$ cat src/rtl/beat_serializer.sv
// beat_serializer: loads one DEPTH-beat word over valid/ready and emits it as WIDTH-bit beats.
// Build option BEAT_SERIALIZER_MSB_FIRST_EN reverses beat order (highest beat first).
module beat_serializer #(
  parameter int DEPTH = 4,
  parameter int WIDTH = 4
) (
  input  logic                   clk,
  input  logic                   rst,
  input  logic                   in_valid,
  output logic                   in_ready,
  input  logic [WIDTH*DEPTH-1:0] in_data,
  output logic                   out_valid,
  input  logic                   out_ready,
  output logic [WIDTH-1:0]       out_data,
  output logic                   out_last,
  output logic                   busy
);

  localparam int WW = WIDTH * DEPTH;
  localparam int CW = (DEPTH > 1) ? $clog2(DEPTH) : 1;
  localparam logic [CW-1:0] LAST = CW'(DEPTH - 1);

  if (DEPTH < 1 || WIDTH < 1) begin : g_bad_param
    $error("beat_serializer: DEPTH and WIDTH must both be >= 1");
  end

  typedef enum logic [0:0] {S_IDLE, S_SHIFT} state_t;

  state_t          r_state;
  logic [CW-1:0]   r_cnt;
  logic [WW-1:0]   r_word;
  logic [WIDTH-1:0] r_out_data;
  logic            r_out_valid;
  logic            r_out_last;

  logic            w_out_fire;
  logic            w_in_fire;
  logic [CW-1:0]   w_cnt_next;
  logic [WIDTH-1:0] w_load_beat;
  logic [WW-1:0]   w_load_rest;
  logic [WIDTH-1:0] w_next_beat;
  logic [WW-1:0]   w_next_rest;

  // r_word holds only the beats not yet presented, aligned so the next one sits at the emit end.
`ifdef BEAT_SERIALIZER_MSB_FIRST_EN
  assign w_load_beat = in_data[WW-1 -: WIDTH];
  assign w_load_rest = in_data << WIDTH;
  assign w_next_beat = r_word[WW-1 -: WIDTH];
  assign w_next_rest = r_word << WIDTH;
`else
  assign w_load_beat = in_data[WIDTH-1:0];
  assign w_load_rest = in_data >> WIDTH;
  assign w_next_beat = r_word[WIDTH-1:0];
  assign w_next_rest = r_word >> WIDTH;
`endif

  assign w_out_fire = r_out_valid & out_ready;
  // Combinational out_ready -> in_ready path lets a new word load with no bubble.
  assign in_ready   = (r_state == S_IDLE) | (w_out_fire & (r_cnt == LAST));
  assign w_in_fire  = in_valid & in_ready;
  assign w_cnt_next = r_cnt + CW'(1);

  assign out_valid = r_out_valid;
  assign out_data  = r_out_data;
  assign out_last  = r_out_last;
  assign busy      = r_out_valid;

  always_ff @(posedge clk or posedge rst) begin
    if (rst) begin
      r_state     <= S_IDLE;
      r_cnt       <= '0;
      r_word      <= '0;
      r_out_data  <= '0;
      r_out_valid <= 1'b0;
      r_out_last  <= 1'b0;
    end else begin
      case (r_state)
        S_IDLE: begin
          if (w_in_fire) begin
            r_state     <= S_SHIFT;
            r_cnt       <= '0;
            r_word      <= w_load_rest;
            r_out_data  <= w_load_beat;
            r_out_valid <= 1'b1;
            r_out_last  <= (LAST == '0);
          end
        end
        S_SHIFT: begin
          if (w_out_fire) begin
            if (r_cnt != LAST) begin
              r_cnt      <= w_cnt_next;
              r_word     <= w_next_rest;
              r_out_data <= w_next_beat;
              r_out_last <= (w_cnt_next == LAST);
            end else if (w_in_fire) begin
              r_cnt       <= '0;
              r_word      <= w_load_rest;
              r_out_data  <= w_load_beat;
              r_out_valid <= 1'b1;
              r_out_last  <= (LAST == '0);
            end else begin
              r_state     <= S_IDLE;
              r_cnt       <= '0;
              r_out_valid <= 1'b0;
              r_out_last  <= 1'b0;
            end
          end
        end
        default: begin
          r_state     <= S_IDLE;
          r_cnt       <= '0;
          r_out_valid <= 1'b0;
          r_out_last  <= 1'b0;
        end
      endcase
    end
  end

endmodule

$ cat config.mk
export PLATFORM = sky130hd
export DESIGN_NAME = beat_serializer
export DESIGN_NICKNAME = d
export VERILOG_FILES = /design/src/rtl/beat_serializer.sv
export SDC_FILE = /design/constraint.sdc
export NUM_CORES = 1
export LEC_CHECK = 0
export CAP_MARGIN = 20
export CORE_MARGIN = 2
export CORE_UTILIZATION = 28
export DETAILED_ROUTE_END_ITERATION = 10
export PLACE_DENSITY = 0.59
export SLEW_MARGIN = 5
export SYNTH_ARGS = -nofsm -noshare
export SYNTH_HDL_FRONTEND = slang
export SYNTH_SLANG_ARGS = --single-unit
export TNS_END_PERCENT = 1
$ cat constraint.sdc
create_clock -name clk -period 1.7 [get_ports clk]
set_input_delay 0.34 -clock clk [delete_from_list [all_inputs] [get_ports clk]]
set_output_delay 0.34 -clock clk [all_outputs]
set_load 0.005 [all_outputs]
* After elaboration in Yosys (flattened, before gate mapping)
Index checks and enable logic that the tools add are counted.
** Cells by class
- Bitwise gates (word level) :: 5
- Reductions and logical operators :: 2
- Mux-type cells :: 24
- Add/subtract/negate cells :: 1
- Equal/unequal tests :: 6
** Operators with widths (number)
- two-way mux 16 bit :: 3
- one-hot mux 16 bit (2 select lines) :: 1
- two-way mux 4 bit :: 3
- two-way mux 1 bit :: 9
- one-hot mux 4 bit (2 select lines) :: 1
- two-way mux 2 bit :: 3
- != test 2 bit, second input constant :: 3
- one-hot mux 1 bit (2 select lines) :: 3
- == test 2 bit, second input constant :: 2
- one-hot mux 2 bit (2 select lines) :: 1
- bitwise AND 1 bit :: 3
- AND reduction 3 bit :: 1
- adder 2 x 1 -> 2 bit, second input constant :: 1
- != test 2 x 1 -> 1 bit, second input constant :: 1
- AND reduction 2 bit :: 1
- NOT 1 bit :: 1
- bitwise OR 1 bit :: 1
** Word-level totals
- Word-level logic and storage cells :: 44
- Input bits :: 20
- Register bits after elaboration :: 25

* Longest topological paths before layout
- Word-level depth :: 8
- Mapped depth :: 5

* Worst setup path after synthesis
OpenSTA, ideal clock, no wires.
- Kind :: reg-to-reg
- From :: register r_cnt[0]
- To :: register r_word[10]
- Path slack :: 254 ps
- Clock period less this slack :: 1446 ps
- Required time :: 1577 ps
- Path buffers :: 1
- Cell stages (with the launch flop) :: 6
- Data arrival time :: 1323 ps
- Cells stage by stage :: dfrtp_1 -> ha_1 -> nand2b_4 -> clkbuf_1 -> or3_1 -> o221a_1
** On the way
- Cells in the longest elaborated chain, start to end :: 8
- Elaborated cells on any way between the ends :: 9
** Ends and longest elaborated chain
- from (decl) :: RTL line 30 : logic [CW-1:0] r_cnt;
- from (signal assigned) :: RTL line 91 : r_cnt <= w_cnt_next;
- == test 2 bit :: RTL line 59 : assign in_ready = (r_state == S_IDLE) | (w_out_fire & (r_cnt == LAST));
- bitwise AND 1 bit :: RTL line 59
- bitwise OR 1 bit :: RTL line 59
- bitwise AND 1 bit :: RTL line 60 : assign w_in_fire = in_valid & in_ready;
- two-way mux 16 bit
- two-way mux 16 bit :: RTL line 90 : if (r_cnt != LAST) begin
- two-way mux 16 bit :: RTL line 89 : if (w_out_fire) begin
- one-hot mux 16 bit (2 select lines) (*) :: RTL line 77 : case (r_state)
- to (signal assigned) :: RTL line 82 : r_word <= w_load_rest;
- to (signal assigned) :: RTL line 92 : r_word <= w_next_rest;
- to (signal assigned) :: RTL line 97 : r_word <= w_load_rest;
- to (decl) :: RTL line 31 : logic [WW-1:0] r_word;
Mark *: on every way between the ends. The rest lies on a longest branch, timed or not. The select of a mux whose other input is x is not followed.
A chain may end at the register's enable or synchronous reset.

* Worst setup path after layout
- From :: register r_cnt[1]
- To :: output port in_ready
** On the way
- Cells in the longest elaborated chain, start to end :: 3
** Ends and longest elaborated chain
- == test 2 bit :: RTL line 59
- bitwise AND 1 bit :: RTL line 59
- bitwise OR 1 bit :: RTL line 59
- to (decl) :: RTL line 10 : output logic in_ready,
Every way passes these cells.

==> results.md <==
* Reg2reg start: r_cnt[1]$_DFFE_PP0P_
* Global Route Usage Sum at 11.99%
* Post-synthesis async set-or-reset flop share at 100.0%
* Slowest-stage cell, CP: dfrtp_1
* Slew Viols, Final at 0
* Post-Syn Area at 1177 µm²
* Post-route setup TNS at 0 ns
* Max-Cap Viols at 0
* Share of layout cells above drive strength 1 at between 10% and 20%
* Core Area at 4029 µm²
* Tmin final at 1.613 ns
* R2R Setup Slk at approximately 0.15 ns
* WL/cell at 13.77 µm
* Largest net degree at the start of global routing at 26
* Outcome: completed
* Vias per inst at approximately 5
* Cells along the critical path: ha_2 > nand3_2 > nand2_1 > dlygate4sd2_1
* CP peak stage delay at about 0.41 ns
* Clock Latency Late Sink at 0.27 ns
* CTS Buf Count at 3
* Fin area at approximately 1600 µm²
* Worst Setup EP: in_ready
* CTS Root Cell: clkbuf_8
* Delay-heaviest family, CP: flip-flops
* Die Ht at 68.85 µm
* Period Utilization, post-route at 94.86%
* Endpoints failing setup at 0
* Synth unique cells at 22
* Bufs on Longest Clock Path at 2
* DR DRC count at 0
* Final GP Congestion at between 0.7 and 0.8
* Met3 Use GR at 1.786%
* Cell Rows at 23
* Total stage count of the critical path at 4
* Worst R2R Path Depth at 6
* Slack of the critical path at between 0.08 and 0.09 ns
* Final hold viol count at 0
* Worst hold slack at slightly above 0.4 ns
* Top Usage Layer GRT: met2
* PortBufs at 27
* Antenna viol nets, final at 0
* Die width at 68.85 µm
* Main flop type after synthesis: dfrtp_1
* Post-synthesis sequential area ratio at 53.13%
* Vias at just under 900
* EDFF count, synth at 0
* Clock skew at ~0.0057 ns
* Die area at 4740 µm²
* Leakage at 0.6851 nW
* Post-synthesis average cell area at around 12 µm²
* Crit path max fanout at 2
* Pre-CTS setup slack at -0.2337 ns
* Hold Crit Class: in2async
* Total grt overflow at 0
* Power Density at 1099 nW/µm²
* Worst ir drop on vdd at 0.3532 mV
* CP endpoint kind: output pin
* Placed Area at between 1500 and 2000 µm²
* Fillers at 400
* Fin nets at ~150
* Antenna violations before repair at 0
* Met2 Use GR at 21.63%
* Number of inserted diodes at 0
* Bufs and invs on worst path at 1
* DRT Wirelength at 2492 µm
* Synthesized net count at 119
* Synth top area share at 53.13%
* Worst-Margin Slew at between 0.3 and 0.4 ns
* DRT iter0 DRCs at 68
* Clock transition at path regs at 0.09 ns
* Drt pass-1 iters at 4
* CP arrival at 1.27 ns
* CP Launch Type: flip-flop
* Fin cells at 181
* Setup Crit Path Kind: reg2out
* Synth area leader: dfrtp_1
* Rel. slew slack at ~80%
* Met1 Use GR at roughly 14%
* CTS tree: yes
* Critical Path Source: r_cnt[1]$_DFFE_PP0P_
* # IOs at 28
* Placed cells at about 180
* H-Tree Depth at 1
* Area grow syn2layout at 35.81%
* #FFs+latches synth at 25
* Most instantiated cells after synthesis: dfrtp_1, or3_1, o221a_1, nand2_1, o221a_2
* Vias in the first global route at ~920
* Warnings from Yosys at 0
* Post-Syn Instances at 97
* Initial Util at 29.22%
* Placed wire-length estimate at 1753 µm
* RSZ-0062 raised after global routing: false
* Largest cells by area after synthesis: dfrtp_1, o221a_1, or3_1, o221a_2, buf_6
* Most common cell in the synthesized netlist: dfrtp_1
* CP required at about 1.4 ns
* Worst R2R End: out_data[0]$_DFFE_PP0P_
* Fmax achieved at 620.1 MHz
* Clk sinks at 25
* First-pass GRT wire length at 4215 µm
[worst min-delay path: stages]
cell and delay (ns):
clkdlybuf4s50_1 0.39, inv_1 0.05, buf_4 0.30
[per-stage QoR]
step / util, % / power, mW
2_1_floorplan: - / 1.168
5_1_grt: 39.69 / 1.910
4_1_cts: 39.69 / 1.781
3_5_place_dp: 38.07 / 1.400
3_3_place_gp: 38.07 / 1.379
6_report: 39.69 / 1.758
[what timing repair did]
item | 4_1_cts | 5_1_grt
setup endpoints to repair | 1 | 0
hold buffers | 0 | 0
setup buffers | 2 | 0
gates resized for setup | 4 | 0
[state kept, by name, indices dropped and copies added, names as in the netlist]
name and flops:
busy 1, out_last 1, out_data 4, r_cnt 2
r_word 16, r_state 1
[worst min path at each step]
stage	startpoint	to	depth (start not counted)
final	rst	r_word[14]$_DFFE_PP0P_	3
after global routing	rst	r_word[10]$_DFFE_PP0P_	3
after CTS	rst	r_word[14]$_DFFE_PP0P_	3
after detailed placement	r_word[12]$_DFFE_PP0P_	r_word[12]$_DFFE_PP0P_	1
after global placement	r_word[15]$_DFFE_PP0P_	r_word[15]$_DFFE_PP0P_	1
after floorplan	rst	busy$_DFFE_PP0P_	1
[kinds of logic after synthesis]
family	share of synthesized area (%)
AND/OR/NAND/NOR	14.77
AO/OA/AOI/OAI	20.83
flip-flops	53.13
buffers and inverters	7.438
multiplexers	1.700
adder cells (fa/ha/maj)	2.125
[placed cells by master, fill, tap and decap left out, drive strengths merged]
master	instances
a21o	1
a21oi	3
a22oi	1
a31oi	1
buf	11
clkbuf	4
clkdlybuf4s50	25
dfrtp	25
dlygate4sd2	2
ha	2
inv	5
mux2i	2
nand2	6
nand2b	1
nand3	1
nor2	2
nor2b	4
o21ai	3
o221a	16
or3	16
[layer usage]
layer | vias up | part of all wire (%)
met5 | - | 0
li1 | 427 | -
met2 | 20 | 49
met4 | 0 | 1.7
met3 | 4 | 5.1
met1 | 432 | 44
[area by class of cell]
class / instances / area (µm²) / share of cell area [%]
well taps: 50 / 62.56 / 3.912
clock buffers: 4 / 45.04 / 2.817
flip-flops and latches: 25 / 625.6 / 39.12
repair buffers: 38 / 375.4 / 23.47
inverters: 5 / 18.77 / 1.174
multi-input cells: 59 / 471.7 / 29.50
[power by group]
| part | switching [mW] | internal (mW) | total [mW] |
|---|---|---|---|
| registers | 0.105 | 0.793 | 0.898 |
| logic | 0.177 | 0.335 | 0.512 |
| clock network | 0.181 | 0.167 | 0.348 |
Note: power is estimated with default switching activity, not from simulation.
